## config.mk

```make
export PLATFORM = sky130hd
export DESIGN_NAME = uart_tx_frame_counter
export DESIGN_NICKNAME = d
export VERILOG_FILES = /design/src/rtl/uart_tx_frame_counter.sv
export SDC_FILE = /design/constraint.sdc
export NUM_CORES = 1
export LEC_CHECK = 0
export CAP_MARGIN = 20
export CELL_PAD_IN_SITES_DETAIL_PLACEMENT = 0
export CELL_PAD_IN_SITES_GLOBAL_PLACEMENT = 1
export CORE_MARGIN = 1.5
export CORE_UTILIZATION = 38
export CTS_CLUSTER_DIAMETER = 60
export DETAILED_ROUTE_END_ITERATION = 7
export PLACE_DENSITY = 0.85
export SYNTH_ARGS = -nofsm -noshare
export SYNTH_HDL_FRONTEND = slang
export SYNTH_SLANG_ARGS = --single-unit
```

## constraint.sdc

```tcl
create_clock -name CLK -period 2.1 [get_ports CLK]
set_clock_uncertainty 0.15 [all_clocks]
set_input_delay 0.63 -clock CLK [delete_from_list [all_inputs] [get_ports CLK]]
set_output_delay 0.63 -clock CLK [all_outputs]
set_load 0.005 [all_outputs]
```

## src/rtl/uart_tx_frame_counter.sv

```systemverilog
// rtl/uart_tx_frame_counter.sv - UART TX frame/bit sequencer (baud prescaler + phase FSM + bit index)
//
// Produces START/DATA/PARITY/STOP timing for the TX shift/mux stage.
// Frames carry 5..MAX_DATA_BITS data bits, optional parity and 1 or 2 stop bits.
// Frame configuration is captured when a frame starts and held until the next frame starts.
//
// Ports:
//   CLK        in   1      clock, rising edge
//   RST        in   1      reset, asynchronous, active-low
//   EN         in   1      level enable; high runs frames, low aborts and clears
//   CLK_DIV    in   DIV_W  clock cycles per bit minus 1
//   DATA_BITS  in   4      data bits per frame, clamped to 5..MAX_DATA_BITS
//   PAR_EN     in   1      insert a parity bit
//   STOP2      in   1      two stop bits
//   BAUD_TICK  out  1      high on the last cycle of each bit period
//   PHASE      out  3      0 IDLE, 1 START, 2 DATA, 3 PARITY, 4 STOP
//   BIT_IDX    out  IDX_W  data index in DATA, stop index in STOP, else 0
//   BUSY       out  1      PHASE != IDLE
//   FRAME_DONE out  1      registered one-cycle pulse on normal frame completion

module uart_tx_frame_counter #(
  parameter int DIV_W         = 16,
  parameter int MAX_DATA_BITS = 8,
  parameter int IDX_W         = 4
) (
  input  logic             CLK,
  input  logic             RST,
  input  logic             EN,
  input  logic [DIV_W-1:0] CLK_DIV,
  input  logic [3:0]       DATA_BITS,
  input  logic             PAR_EN,
  input  logic             STOP2,
  output logic             BAUD_TICK,
  output logic [2:0]       PHASE,
  output logic [IDX_W-1:0] BIT_IDX,
  output logic             BUSY,
  output logic             FRAME_DONE
);

  typedef enum logic [2:0] {
    S_IDLE   = 3'd0,
    S_START  = 3'd1,
    S_DATA   = 3'd2,
    S_PARITY = 3'd3,
    S_STOP   = 3'd4
  } phase_t;

  localparam logic [IDX_W-1:0] MAX_LAST = IDX_W'(MAX_DATA_BITS - 1);
  localparam logic [IDX_W-1:0] MIN_LAST = IDX_W'(4);

  phase_t           phase_q, phase_d;
  logic [IDX_W-1:0] idx_q, idx_d;
  logic [DIV_W-1:0] presc_q, presc_d;
  logic [DIV_W-1:0] div_q, div_d;
  logic [IDX_W-1:0] dlast_q, dlast_d;   // clamped data-bit count minus 1
  logic             par_q, par_d;
  logic             stop2_q, stop2_d;
  logic             done_q, done_d;

  logic [IDX_W-1:0] dlast_in;
  logic [IDX_W-1:0] stop_last;
  logic             tick;
  logic             frame_end;
  logic             load_cfg;

  // Clamp the requested data-bit count and store it as the last data index.
  always_comb begin
    dlast_in = IDX_W'(DATA_BITS) - IDX_W'(1);
    if (DATA_BITS < 4'd5) begin
      dlast_in = MIN_LAST;
    end else if (32'(DATA_BITS) > 32'(MAX_DATA_BITS)) begin
      dlast_in = MAX_LAST;
    end
  end

  assign stop_last = {{(IDX_W-1){1'b0}}, stop2_q};
  assign tick      = (phase_q != S_IDLE) && (presc_q == div_q);

  always_ff @(posedge CLK or negedge RST) begin
    if (!RST) begin
      phase_q <= S_IDLE;
      idx_q   <= '0;
      presc_q <= '0;
      div_q   <= '0;
      dlast_q <= '0;
      par_q   <= 1'b0;
      stop2_q <= 1'b0;
      done_q  <= 1'b0;
    end else begin
      phase_q <= phase_d;
      idx_q   <= idx_d;
      presc_q <= presc_d;
      div_q   <= div_d;
      dlast_q <= dlast_d;
      par_q   <= par_d;
      stop2_q <= stop2_d;
      done_q  <= done_d;
    end
  end

  always_comb begin
    phase_d   = phase_q;
    idx_d     = idx_q;
    presc_d   = presc_q;
    div_d     = div_q;
    dlast_d   = dlast_q;
    par_d     = par_q;
    stop2_d   = stop2_q;
    done_d    = 1'b0;
    frame_end = 1'b0;
    load_cfg  = 1'b0;

    if (!EN) begin
      // Abort: EN low overrides everything, including a frame completing this cycle.
      phase_d = S_IDLE;
      idx_d   = '0;
      presc_d = '0;
    end else if (phase_q == S_IDLE) begin
      phase_d  = S_START;
      idx_d    = '0;
      presc_d  = '0;
      load_cfg = 1'b1;
    end else if (tick) begin
      presc_d = '0;
      case (phase_q)
        S_START: begin
          phase_d = S_DATA;
          idx_d   = '0;
        end
        S_DATA: begin
          if (idx_q == dlast_q) begin
            phase_d = par_q ? S_PARITY : S_STOP;
            idx_d   = '0;
          end else begin
            idx_d = idx_q + IDX_W'(1);
          end
        end
        S_PARITY: begin
          phase_d = S_STOP;
          idx_d   = '0;
        end
        S_STOP: begin
          if (idx_q == stop_last) begin
            frame_end = 1'b1;
          end else begin
            idx_d = idx_q + IDX_W'(1);
          end
        end
        default: begin
          phase_d = S_IDLE;
          idx_d   = '0;
        end
      endcase
    end else begin
      presc_d = presc_q + DIV_W'(1);
    end

    // EN is high here; the next frame starts on the same edge with fresh config.
    if (frame_end) begin
      done_d   = 1'b1;
      phase_d  = S_START;
      idx_d    = '0;
      load_cfg = 1'b1;
    end

    if (load_cfg) begin
      div_d   = CLK_DIV;
      dlast_d = dlast_in;
      par_d   = PAR_EN;
      stop2_d = STOP2;
    end
  end

  assign BAUD_TICK  = tick;
  assign PHASE      = phase_q;
  assign BIT_IDX    = idx_q;
  assign BUSY       = (phase_q != S_IDLE);
  assign FRAME_DONE = done_q;

endmodule

```

=== After elaboration in Yosys (flattened, before gate mapping) ===
Index checks and enable logic that the tools add are counted.
Widths: inputs -> output; s select.

* Add/sub/neg operators: 3
* Magnitude comparators: 2
* Eq/ne operators: 11
* Multiplexer cells: 28
* Reduce and logical (&&, ||, !) cells: 5

{| class="wikitable"
|+ Operator list
! kind !! number
|-
| $mux 16 || 3
|-
| $mux 4 || 8
|-
| $mux 3 || 6
|-
| $add 16x1->16 const B || 1
|-
| $eq 16x16->1 || 1
|-
| $pmux 3 s4 || 1
|-
| $ne 5x5->1 const B || 2
|-
| $mux 1 || 9
|-
| $pmux 4 s2 || 1
|-
| $eq 3x2->1 const B || 2
|-
| $add 4x1->4 const B || 1
|-
| $eq 4x1->1 || 1
|-
| $eq 4x4->1 || 1
|-
| $gt 4x4->1 const B || 1
|-
| $lt 4x3->1 const B || 1
|-
| $ne 4x1->1 const B || 1
|-
| $ne 4x4->1 const B || 1
|-
| $sub 4x1->4 const B || 1
|-
| $eq 3x1->1 const B || 1
|-
| $eq 3x3->1 const B || 1
|-
| $logic_not 3->1 || 1
|-
| $reduce_and 3->1 || 1
|-
| $reduce_bool 3->1 || 1
|-
| $reduce_and 2->1 || 1
|-
| $logic_and 1x1->1 || 1
|}

* Register bits: 46
* Input port bits: 25
* Output and inout bits: 10

=== Longest topological paths before layout ===
* Word-level depth: 8
* Depth in mapped cells: 7
* Gate-level depth less buffers: 7

=== Least setup slack after synthesis ===
Ideal clock, no wire load.

* Path type: flip-flop to output port
* Start: register presc_q[8]
* End: output port BAUD_TICK
* Arrival: 1.576 ns
* Required time: 1.320 ns
* Setup slack: -0.256 ns
* Stages on the path, launching flop included: 6
* Path through: dfrtp_1 -> xor2_1 -> nor4_1 -> nand4_1 -> clkbuf_1 -> nor2_1

* Cells in the longest elaborated chain, start to end: 2

{| class="wikitable"
|+ Ends and longest elaborated chain
! what !! line !! source
|-
| from (decl) || 53 || <nowiki>logic [DIV_W-1:0] presc_q, presc_d;</nowiki>
|-
| from (signal assigned) || 92 || <nowiki>presc_q <= presc_d;</nowiki>
|-
| $eq 16x16->1 || 77 || <nowiki>assign tick = (phase_q != S_IDLE) && (presc_q == div_q);</nowiki>
|-
| $logic_and 1x1->1 || 77 ||
|-
| to (decl) || 33 || <nowiki>output logic BAUD_TICK,</nowiki>
|}

No other way between the ends.

=== Final worst setup path ===
Same ends and word-level chain as after synthesis.

==> results.cfg <==
[route]
wl_per_cell_um = 17.0
drtIter0Drc = 216
drcViolationCount = 0
wirelength_mm = 8.53
final_antenna_net_count = 0
drtPass1Iterations = 4
vias = 2839
viasPerCell = 5.66

[yosys]
synthDistinctLibCells = 38
ys_seq_area_frac = 0.415
synth_edf_count = 0
syn-num-nets = 339
ys.flop_type = dfrtp_1
syn_inst = 311
ys_warn_count = 0
async_flop_share = 1.00
syn_area_um2 = 2770
avgSynthCellArea_um2 = 8.92
synth_seq_cells = 46

[finish]
mostFrequentLayoutCell = buf_4
design_area_um2 = 4090
fin_util = 0.589
nets = 433
areaGrowthSynthToFinish_pct = 47.4
insertedDiodeCount = 0
drive_above_1_share = 0.283
final_cell_mix = buf_4, dfrtp_1, nand3_1, clkdlybuf4s50_1, nand4_1

[job]
max_cap_viol_count = 0

[clock_tree]
ctsHoldBuffers = 0
clkSinkCount = 46
cts_made_buffers = 5
cts_tree = built
clockRootBuffer = clkbuf_8
clkTransAtPathRegs_ns = 0.09
clock_latency_ns = 0.30
htree_levels = 2
cts.path.max_buffers = 2

[worst_setup_path]
worst-path-buf-inv = 1
path_cells = xor2_1 -> nor4_2 -> nand4_1 -> nor2_4 -> buf_2
cp.arrival_ns = 1.74
r2r_slack_ns = -0.14
reg2regPathDepth = 8
worstReg2RegEnd = BIT_IDX[0]
cpPeakStageDelay_ns = 0.40
crit_type = reg2out
reg2reg_from = presc_q[8]
cp_top_family = simple AND/OR/NAND/NOR gates
cp_max_fo = 2
cp-end-kind = output port
crit_path_start_kind = flip-flop
required_ns = 1.32
cp_slowest_cell = dfrtp_1

[floorplanning]
num_rows = 30
pin_count = 35
coreArea_um2 = 6940
die_x_um = 88.4
dieArea_um2 = 7820
start_util = 0.399
die_h_um = 88.4

[outcome]
status = finished with violations
violations = negative setup slack

[global_routing]
grtUsageTotal = 0.230
grt_pass1_vias = 2776
antenna_found_initial = 0
overflow = 0
grt_first_pass_wirelength_mm = 14.0
grt_max_degree = 47

[hold_path]
hold_class = in2async

[timing]
post-route-period-util = 1.20
max_freq_mhz = 398
rsz0062_at_grt = yes
setup_viol = 28
final-max-slew-violation-count = 0
tightestPinTransition_ns = 0.429
finalHoldViolCount = 0
finalCriticalPeriod_ns = 2.52
setup_ws_ns = -0.415
relSlewSlack = 0.713
fin_tns_setup_ns = -3.23

[power]
finalPower_mw = 2.50
peakVddDrop_mv = 0.256
power_density_nw_per_um2 = 613
leakage_nw = 1.86

[place]
placed_cell_area_um2 = 3660
portBuffers = 34
hpwl_mm = 5.46
place_ws_ns = -0.524
gp_congestion = 0.815
[routing by layer]
layer | vias to the layer above | GRT usage | part of all wire
met5 | - | 0 | 0
li1 | 1344 | - | -
met4 | 0 | 0.0554 | 0.011
met1 | 1387 | 0.335 | 0.45
met2 | 99 | 0.362 | 0.48
met3 | 9 | 0.0326 | 0.052
[worst max-delay path by stage]
stage	startpoint	end	slack, ns	cells after the start
floorplan	div_q[9]	BAUD_TICK	-0.13	5
global placement	presc_q[6]	BAUD_TICK	-0.46	5
detailed placement	div_q[9]	BAUD_TICK	-0.52	5
CTS	div_q[7]	BAUD_TICK	-0.46	5
global route	div_q[9]	BAUD_TICK	-0.48	5
finish	presc_q[8]	BAUD_TICK	-0.42	5
[cells in the mapped netlist, drive strengths merged, types with 3 or more instances]
| master | count | share of area |
|---|---|---|
| dfrtp | 46 | 0.41 |
| nand3 | 30 | 0.054 |
| nand4 | 24 | 0.054 |
| nor2 | 24 | 0.032 |
| xor2 | 24 | 0.076 |
| a21oi | 22 | 0.040 |
| and3 | 22 | 0.050 |
| o211ai | 21 | 0.057 |
| clkbuf | 18 | 0.024 |
| xnor2 | 11 | 0.035 |
| inv | 10 | 0.014 |
| nor4 | 7 | 0.018 |
| nor3 | 6 | 0.011 |
| buf | 5 | 0.0086 |
| o21ai | 5 | 0.0090 |
| a22oi | 3 | 0.0081 |
| ha | 3 | 0.014 |
| nand2 | 3 | 0.0041 |
| nor2b | 3 | 0.0068 |
| o31ai | 3 | 0.0081 |
| o41ai | 3 | 0.0095 |
[power breakdown]
part           switching [mW]  internal (mW)
sequential              0.101          0.998
clock                   0.310          0.266
combinational           0.413          0.415
[timing repair]
action                                 CTS  global route
setup endpoints to repair               44            50
pin swaps                                9            15
endpoints found under the hold margin    0             0
resized for setup                       31            27
cloned                                   0             2
setup buffers                           10             5
[metrics by stage]
stage,hold slack [ns],cells
floorplan,0.184,311
global placement,0.317,480
detailed placement,0.325,480
CTS,0.155,497
global route,0.156,502
finish,0.128,502
[cell type report]
type	count	area (um^2)
inverter	10	37.5
timing repair buffer	110	1000
clock inverter	1	5.00
multi-input combinational	232	1680
sequential	46	1150
clock buffer	7	86.3
fill	588	2860
tap	96	120
[registers in the layout, indices dropped and copies added (netlist names)]
signal      count
FRAME_DONE      1
div_q          16
dlast_q         4
par_q           1
presc_q        16
PHASE           3
stop2_q         1
BIT_IDX         4
[kinds of logic (layout without fill, tap and decap cells)]
family | after synthesis | after routing | synth area share
AO/OA/AOI/OAI | 64 | 64 | 0.152
XOR/XNOR | 35 | 35 | 0.111
adder cells (fa/ha/maj) | 3 | 3 | 0.0135
buffers and inverters | 33 | 128 | 0.0465
flip-flops | 46 | 46 | 0.415
multiplexers | 2 | 2 | 0.00947
AND/OR/NAND/NOR | 128 | 128 | 0.253
(Power assumes the default switching activity.)
